### src/rtl/ram_recur_engine.sv
// ram_recur_engine: fills len words of a simple dual-port BRAM (port A write,
// port B read, 1-cycle read latency) starting at base_addr, either with an
// in-place prefix sum (mode 0) or a Fibonacci sequence (mode 1).
// Optional macro SAT_ADD_EN: saturating adder (default build wraps).
module ram_recur_engine #(
    parameter int DATA_W = 32,
    parameter int ADDR_W = 6
) (
    input  logic              clk,
    input  logic              rst,
    input  logic              start,
    input  logic              mode,
    input  logic [ADDR_W-1:0] base_addr,
    input  logic [ADDR_W:0]   len,
    input  logic [DATA_W-1:0] seed0,
    input  logic [DATA_W-1:0] seed1,
    input  logic [DATA_W-1:0] ram_dout,
    output logic [DATA_W-1:0] ram_din,
    output logic [ADDR_W-1:0] ram_addra,
    output logic [ADDR_W-1:0] ram_addrb,
    output logic              ram_wea,
    output logic              busy,
    output logic              done,
    output logic              ovf
);

    typedef enum logic [2:0] {
        IDLE, SEED0, SEED1, RD, WT, WR, FIN
    } state_t;

    state_t state, state_nxt;

    logic              mode_q, mode_nxt;
    logic [ADDR_W:0]   rem, rem_nxt;
    logic [ADDR_W-1:0] k, k_nxt;
    logic [DATA_W-1:0] acc, acc_nxt;
    logic [DATA_W-1:0] seed0_q, seed0_nxt;
    logic [DATA_W-1:0] seed1_q, seed1_nxt;

    logic [DATA_W-1:0] din_nxt;
    logic [ADDR_W-1:0] addra_nxt, addrb_nxt;
    logic              wea_nxt, busy_nxt, done_nxt, ovf_nxt;

    logic [DATA_W:0]   sum;
    logic [DATA_W-1:0] wdata;
    logic              last;

    // State register.
    always_ff @(posedge clk or posedge rst) begin
        if (rst) state <= IDLE;
        else     state <= state_nxt;
    end

    // Adder with carry-out; the carry drives ovf and, optionally, saturation.
    always_comb begin
        sum = {1'b0, acc} + {1'b0, ram_dout};
`ifdef SAT_ADD_EN
        wdata = sum[DATA_W] ? '1 : sum[DATA_W-1:0];
`else
        wdata = sum[DATA_W-1:0];
`endif
    end

    // rem counts words still to be written, so rem == 1 marks the final write.
    assign last = (rem == (ADDR_W+1)'(1));

    // Next-state logic.
    always_comb begin
        state_nxt = state;
        case (state)
            IDLE: begin
                if (start) begin
                    if (len == '0) state_nxt = FIN;
                    else if (mode) state_nxt = SEED0;
                    else           state_nxt = RD;
                end
            end
            SEED0:   state_nxt = last ? FIN : SEED1;
            SEED1:   state_nxt = last ? FIN : RD;
            RD:      state_nxt = WT;
            WT:      state_nxt = WR;
            WR:      state_nxt = last ? FIN : RD;
            FIN:     state_nxt = IDLE;
            default: state_nxt = IDLE;
        endcase
    end

    // Output and datapath next values; everything is registered below.
    always_comb begin
        mode_nxt  = mode_q;
        rem_nxt   = rem;
        k_nxt     = k;
        acc_nxt   = acc;
        seed0_nxt = seed0_q;
        seed1_nxt = seed1_q;
        din_nxt   = ram_din;
        addra_nxt = ram_addra;
        addrb_nxt = ram_addrb;
        wea_nxt   = 1'b0;
        done_nxt  = 1'b0;
        busy_nxt  = 1'b1;
        ovf_nxt   = ovf;
        case (state)
            IDLE: begin
                busy_nxt = start;
                if (start) begin
                    mode_nxt  = mode;
                    rem_nxt   = len;
                    k_nxt     = base_addr;
                    seed0_nxt = seed0;
                    seed1_nxt = seed1;
                    acc_nxt   = seed0;
                    ovf_nxt   = 1'b0;
                end
            end
            SEED0: begin
                wea_nxt   = 1'b1;
                addra_nxt = k;
                din_nxt   = seed0_q;
                acc_nxt   = seed0_q;
                rem_nxt   = rem - 1'b1;
                k_nxt     = k + 1'b1;
            end
            SEED1: begin
                wea_nxt   = 1'b1;
                addra_nxt = k;
                din_nxt   = seed1_q;
                acc_nxt   = seed1_q;
                rem_nxt   = rem - 1'b1;
                k_nxt     = k + 1'b1;
            end
            RD: begin
                // FIB reads two words back; acc already holds mem[k-1].
                addrb_nxt = mode_q ? (k - ADDR_W'(2)) : k;
            end
            WT: begin
            end
            WR: begin
                wea_nxt   = 1'b1;
                addra_nxt = k;
                din_nxt   = wdata;
                acc_nxt   = wdata;
                if (sum[DATA_W]) ovf_nxt = 1'b1;
                rem_nxt   = rem - 1'b1;
                k_nxt     = k + 1'b1;
            end
            FIN: begin
                done_nxt = 1'b1;
                busy_nxt = 1'b0;
            end
            default: begin
                busy_nxt = 1'b0;
            end
        endcase
    end

    // Registered outputs and datapath state.
    always_ff @(posedge clk or posedge rst) begin
        if (rst) begin
            mode_q    <= 1'b0;
            rem       <= '0;
            k         <= '0;
            acc       <= '0;
            seed0_q   <= '0;
            seed1_q   <= '0;
            ram_din   <= '0;
            ram_addra <= '0;
            ram_addrb <= '0;
            ram_wea   <= 1'b0;
            busy      <= 1'b0;
            done      <= 1'b0;
            ovf       <= 1'b0;
        end else begin
            mode_q    <= mode_nxt;
            rem       <= rem_nxt;
            k         <= k_nxt;
            acc       <= acc_nxt;
            seed0_q   <= seed0_nxt;
            seed1_q   <= seed1_nxt;
            ram_din   <= din_nxt;
            ram_addra <= addra_nxt;
            ram_addrb <= addrb_nxt;
            ram_wea   <= wea_nxt;
            busy      <= busy_nxt;
            done      <= done_nxt;
            ovf       <= ovf_nxt;
        end
    end

endmodule
### config.mk
export PLATFORM = sky130hd
export DESIGN_NAME = ram_recur_engine
export DESIGN_NICKNAME = d
export VERILOG_FILES = /design/src/rtl/ram_recur_engine.sv
export SDC_FILE = /design/constraint.sdc
export NUM_CORES = 1
export LEC_CHECK = 0
export BUFFER_PORTS_ARGS = -buffer_cell sky130_fd_sc_hd__buf_4
export CAP_MARGIN = 20
export CORE_UTILIZATION = 35
export CTS_CLUSTER_DIAMETER = 120
export DETAILED_ROUTE_END_ITERATION = 10
export GPL_ROUTABILITY_DRIVEN = 1
export PLACE_DENSITY_LB_ADDON = 0.2
export SYNTH_ARGS = -nofsm -noshare
export SYNTH_HDL_FRONTEND = slang
export SYNTH_SLANG_ARGS = --single-unit
### constraint.sdc
create_clock -name clk -period 5.8 [get_ports clk]
set_clock_uncertainty 0.05 [all_clocks]
set_input_delay 0.29 -clock clk [delete_from_list [all_inputs] [get_ports clk]]
set_output_delay 0.29 -clock clk [all_outputs]
set_load 0.005 [all_outputs]
# Word-level counts from Yosys, hierarchy flattened
# Cells that the tools add are included.
# totals
output_inout_bits	48
register_bits	161
wordCells	60
inputBits	113
# op_classes
n_mux	20
n_reduce_logical	13
eq_ne	9
add_sub_neg	4
# op_table
op	n
$pmux W32 S4	1
$pmux W32 S3	1
$add A32 B32 Y33	1
$mux W32	1
$pmux W3 S5	1
$pmux W7 S2	1
$mux W3	4
$mux W6	2
$pmux W6 S2	1
$eq A3 B3 Y1 const B	3
$eq A7 B1 Y1 const B	1
$logic_not A7 Y1	1
$mux W7	1
$sub A7 B1 Y7 const B	1
$add A6 B1 Y6 const B	1
$eq A3 B2 Y1 const B	2
$reduce_and A2 Y1	3
$sub A6 B2 Y6 const B	1
$reduce_or A5 Y1	1
$mux W1	4
$ne A2 B2 Y1 const B	2
$pmux W1 S2	2
$reduce_bool A2 Y1	2
$reduce_bool A4 Y1	1
7 further kinds	7

# Longest topological paths before layout
# logic_depth
ltp_word	4
depth_mapped	11
mapped_depth_nobuf	11

# Least setup slack after synthesis
# Ideal clock, no wire load.
# synth_path
path_type	register to register
from	register acc[0]
to	register acc[30]
n_path_buf	0
setup_ps	66
path_slack_ps	3384
arrival_ps	2300
path_stages_with_launch	12
required_ps	5684
synth_period_minus_slack_ps	2416
cell_sequence	dfrtp_1 ha_1 inv_1 fa_1 nand2b_1 a21o_1 a21o_2 a21oi_2 o31ai_4 mux2i_1 a311oi_1 a22o_1
# synth_between
elab_chain_len	2
# synth_lines
element	line	rtl
start: declaration	36	logic [DATA_W-1:0] acc, acc_nxt;
start signal: assignment	177	acc <= acc_nxt;
$add A32 B32 Y33	56	sum = {1'b0, acc} + {1'b0, ram_dout};
$pmux W32 S4	103	case (state)
# Every way passes these cells.
# A chain may end at the register's enable or synchronous reset.

# Final worst setup path
# layout_path
from	register state[0]
to	register rem[4]
# layout_between
elab_chain_len	4
elab_cells_between_ends	9
cone_classes	eq/ne (4); mux (1); reduce/logical (4)
# layout_lines
element	line	rtl
start: declaration	31	state_t state, state_nxt;
start signal: assignment	51	else state <= state_nxt;
$eq A3 B3 Y1 (tied with other cells)	103	
$reduce_or A3 Y1 (no source line)	-	
$reduce_bool A2 Y1 (no source line)	-	
$reduce_and A2 Y1 (no source line)	-	
end signal: assignment	175	rem <= rem_nxt;
end: declaration	34	logic [ADDR_W:0] rem, rem_nxt;
# Several ways; a longest one is shown, not always the timed one.

==> results.py <==
metrics = {
    "power_and_ir_drop": {
        "swShare_pct": 44.4,
        "seqPwrFrac_pct": 30.8,
        "p_clk_share_pct": 16.6,
        "p_int_uw": 3790,
        "pwr-share-comb_pct": 52.5,
        "power_density_nw_per_um2": 603,
        "peakVddDrop_mv": 0.250,
        "leakage_uw": 0.00539,
        "p_sw_uw": 3030,
    },
    "clock_network": {
        "cts_buffers": 17,
        "cts_setup_buffers": 0,
        "cts.repair.resized": 0,
        "cts_tree": "yes",
        "clk_latency_ns": 0.43,
        "htree_num_levels": 4,
        "cts.clk_slew.worst_paths_ns": 0.07,
        "clock-sinks": 161,
        "cts_root_buf": "clkbuf_16",
        "clock_path_buffers": 2,
        "postCtsHoldBufs": 27,
    },
    "grt": {
        "grt_pass1_wl_um": 45300,
        "antenna_found_initial": 0,
        "grt_max_degree": 68,
        "grt_usage_pct": 22.6,
        "grt_pass1_vias": 7956,
        "gr-total-overflow": 0,
    },
    "worst_setup_path": {
        "rr_worst_depth": 10,
        "crit_path_end": "rem[4]",
        "cp.arrival_ns": 3.43,
        "critPathKind": "reg2reg",
        "r2r-end": "rem[4]",
        "cp_cell_sequence": "inv_1 > nor2_1 > buf_4 > a21oi_2 > inv_2 > buf_4 > nand2_1 > or2_2 > o211ai_1 > o311ai_0",
        "slowest_delay_ns": 0.64,
        "cp_common_cell": "buf_4",
        "reg2reg_slack_ns": 2.60,
        "rr_startpoint": "state[0]",
        "critPathSlowestCell": "dfrtp_1",
        "startpoint": "state[0]",
        "cp.required_ns": 6.03,
        "crit_path_max_fanout": 41,
        "startpoint_type": "flip-flop",
        "end_kind": "flip-flop",
    },
    "synth": {
        "synthesis.area_um2": 8960,
        "yosysMostFrequentCell": "nand2_1",
        "ys_seq_elements": 161,
        "synth.avg_cell_area_um2": 8.43,
        "synth_area_leaders": "dfrtp_1 (45%), nand2_1 (12%), ha_1 (5.2%)",
        "yosysSeqAreaShare_pct": 45.0,
        "synth-edff-count": 0,
        "yosysTopAreaCell": "dfrtp_1",
        "ys_types": 79,
        "synth_nets": 1214,
        "synthFlopType": "dfrtp_1",
        "yosysWarningCount": 0,
        "postSynth.asyncResetShare_pct": 100,
        "ys_top_cells_by_count": "nand2_1 (287), dfrtp_1 (161), nor2_1 (112)",
        "synthDominantCellAreaShare_pct": 45.0,
        "synth_cells": 1063,
    },
    "place": {
        "gp_congestion": 0.889,
        "placed_cells": 1509,
        "post-place-ws_ns": 2.63,
        "hpwl_um": 20800,
        "port_buffers": 160,
    },
    "detailed_routing": {
        "first_pass_iters": 5,
        "postRouteAntennaNets": 0,
        "finalWirelength_um": 28500,
        "vias": 8192,
        "drc": 0,
        "drt-initial-drc-count": 660,
        "viasPerCell": 5.23,
        "wl_per_cell_um": 18.2,
    },
    "sta": {
        "tns_ns": 0,
        "max_slew_margin_pct": 27.7,
        "worst_slack_ns": 2.60,
        "hold_viol": 0,
        "tightest_slew_ns": 1.08,
        "finalCritPeriodShare_pct": 55.2,
        "post-route-min-period_ns": 3.20,
        "rsz0062_at_grt": "false",
        "final_max_slew_viol_count": 0,
        "fmax_mhz": 312,
        "setup_violations": 0,
    },
    "die": {
        "start_util_pct": 35.6,
        "die_h_um": 162,
        "ioPinCount": 161,
        "coreArea_um2": 25200,
        "fp-row-count": 58,
        "die_x_um": 162,
        "fp.dieArea_um2": 26200,
    },
    "flow_run": {
        "max-cap-violations": 0,
    },
    "cells_and_area": {
        "diodes": 0,
        "stdcell_count": 1567,
        "syn2layout_area_growth_pct": 26.1,
        "num-nets-final": 1376,
        "drive_above_1_share_pct": 18.7,
    },
    "outcome": {
        "outcome": "complete, no violations",
    },
    "worst_hold_path": {
        "holdCritPathClass": "in2reg",
    },
}
## how the worst min path moves through the flow
| stage | from | end | cells past startpoint | slack [ns] |
|---|---|---|---|---|
| after floorplan | mode | mode_q | 2 | 0.35 |
| after global placement | rst | rem[4] | 2 | 0.36 |
| after detailed placement | rst | rem[4] | 2 | 0.36 |
| after CTS | mode | mode_q | 3 | 0.0004 |
| after global routing | seed0[27] | seed0_q[27] | 3 | 0.01 |
| final | mode | mode_q | 3 | 0.01 |
## flip-flops by register name, summed over array words and instances, names as in the netlist
| register | cells |
|---|---|
| seed0_q | 32 |
| ovf | 1 |
| busy | 1 |
| ram_din | 32 |
| mode_q | 1 |
| k | 6 |
| state | 3 |
| ram_addrb | 6 |
| ram_addra | 6 |
| ram_wea | 1 |
| rem | 7 |
| done | 1 |
| acc | 32 |
| seed1_q | 32 |
## final cells by class
class                   instances  area [um^2]
well taps                     330          413
fillers                      2528        13900
clock buffers                  18          429
flip-flops and latches        161         4030
multi-input cells             824         4610
inverters                      19         76.3
clock inverters                13          155
repair buffers                202         1580
## layer usage
metal	share of wire [%]	up-vias	wire, um	track usage (%)
li1	-	4002	-	-
met2	44	252	12500	32.7
met5	0	-	0	0
met3	5.4	36	1550	3.52
met4	2.0	0	568	7.63
met1	49	3902	13900	34.0
## cells in the final DEF (no fill, tap or decap), drive strengths merged, types with 14 or more instances in the layout
cell type    netlist  final
a21o              18     18
ha                37     37
nand3             14     14
nor3              19     19
clkbuf            40     18
o21ai             65     65
xnor2             18     18
inv               18     21
nand2            288    288
buf               19    175
nor2             112    112
dfrtp            161    161
dlygate4sd3        0     27
o22ai             20     20
a21oi             61     61
## critical path, delay by kind of cell, from the launching register on
kind / cells / cell delay [ns]
AOI/OAI and AO/OA: 3 / 0.40
buffers and inverters: 4 / 1.35
and+or+nand+nor: 3 / 0.59
DFF: 1 / 0.64
## power by group through the flow
stage	logic (uW)	clock network [uW]	registers, uW
2_1_floorplan	2510	0	1970
3_3_place_gp	3510	0	2110
3_5_place_dp	3550	0	2110
4_1_cts	3590	1160	2100
5_1_grt	4040	1200	2170
6_report	3580	1130	2100
## kinds of logic after synthesis
group / count (synthesis) / share of synthesized area, %
xor+xnor: 28 / 2.74
mux: 4 / 0.475
flops: 161 / 45.0
buf+inv: 78 / 3.76
simple gates: 487 / 22.9
fa+ha+maj: 38 / 5.39
compound gates: 267 / 19.8
## through the flow
step / hold WS (ns) / total power [uW] / utilization (%) / instance area [um^2]
4_1_cts: 0.000392 / 6840 / 44.9 / 11300
5_1_grt: 0.0124 / 7410 / 44.9 / 11300
3_3_place_gp: 0.356 / 5620 / 41.5 / 10400
3_5_place_dp: 0.359 / 5660 / 41.5 / 10400
6_report: 0.0124 / 6820 / 44.9 / 11300
2_1_floorplan: 0.345 / 4490 / - / 8960
No activity file was read; power rests on OpenSTA's default activity.
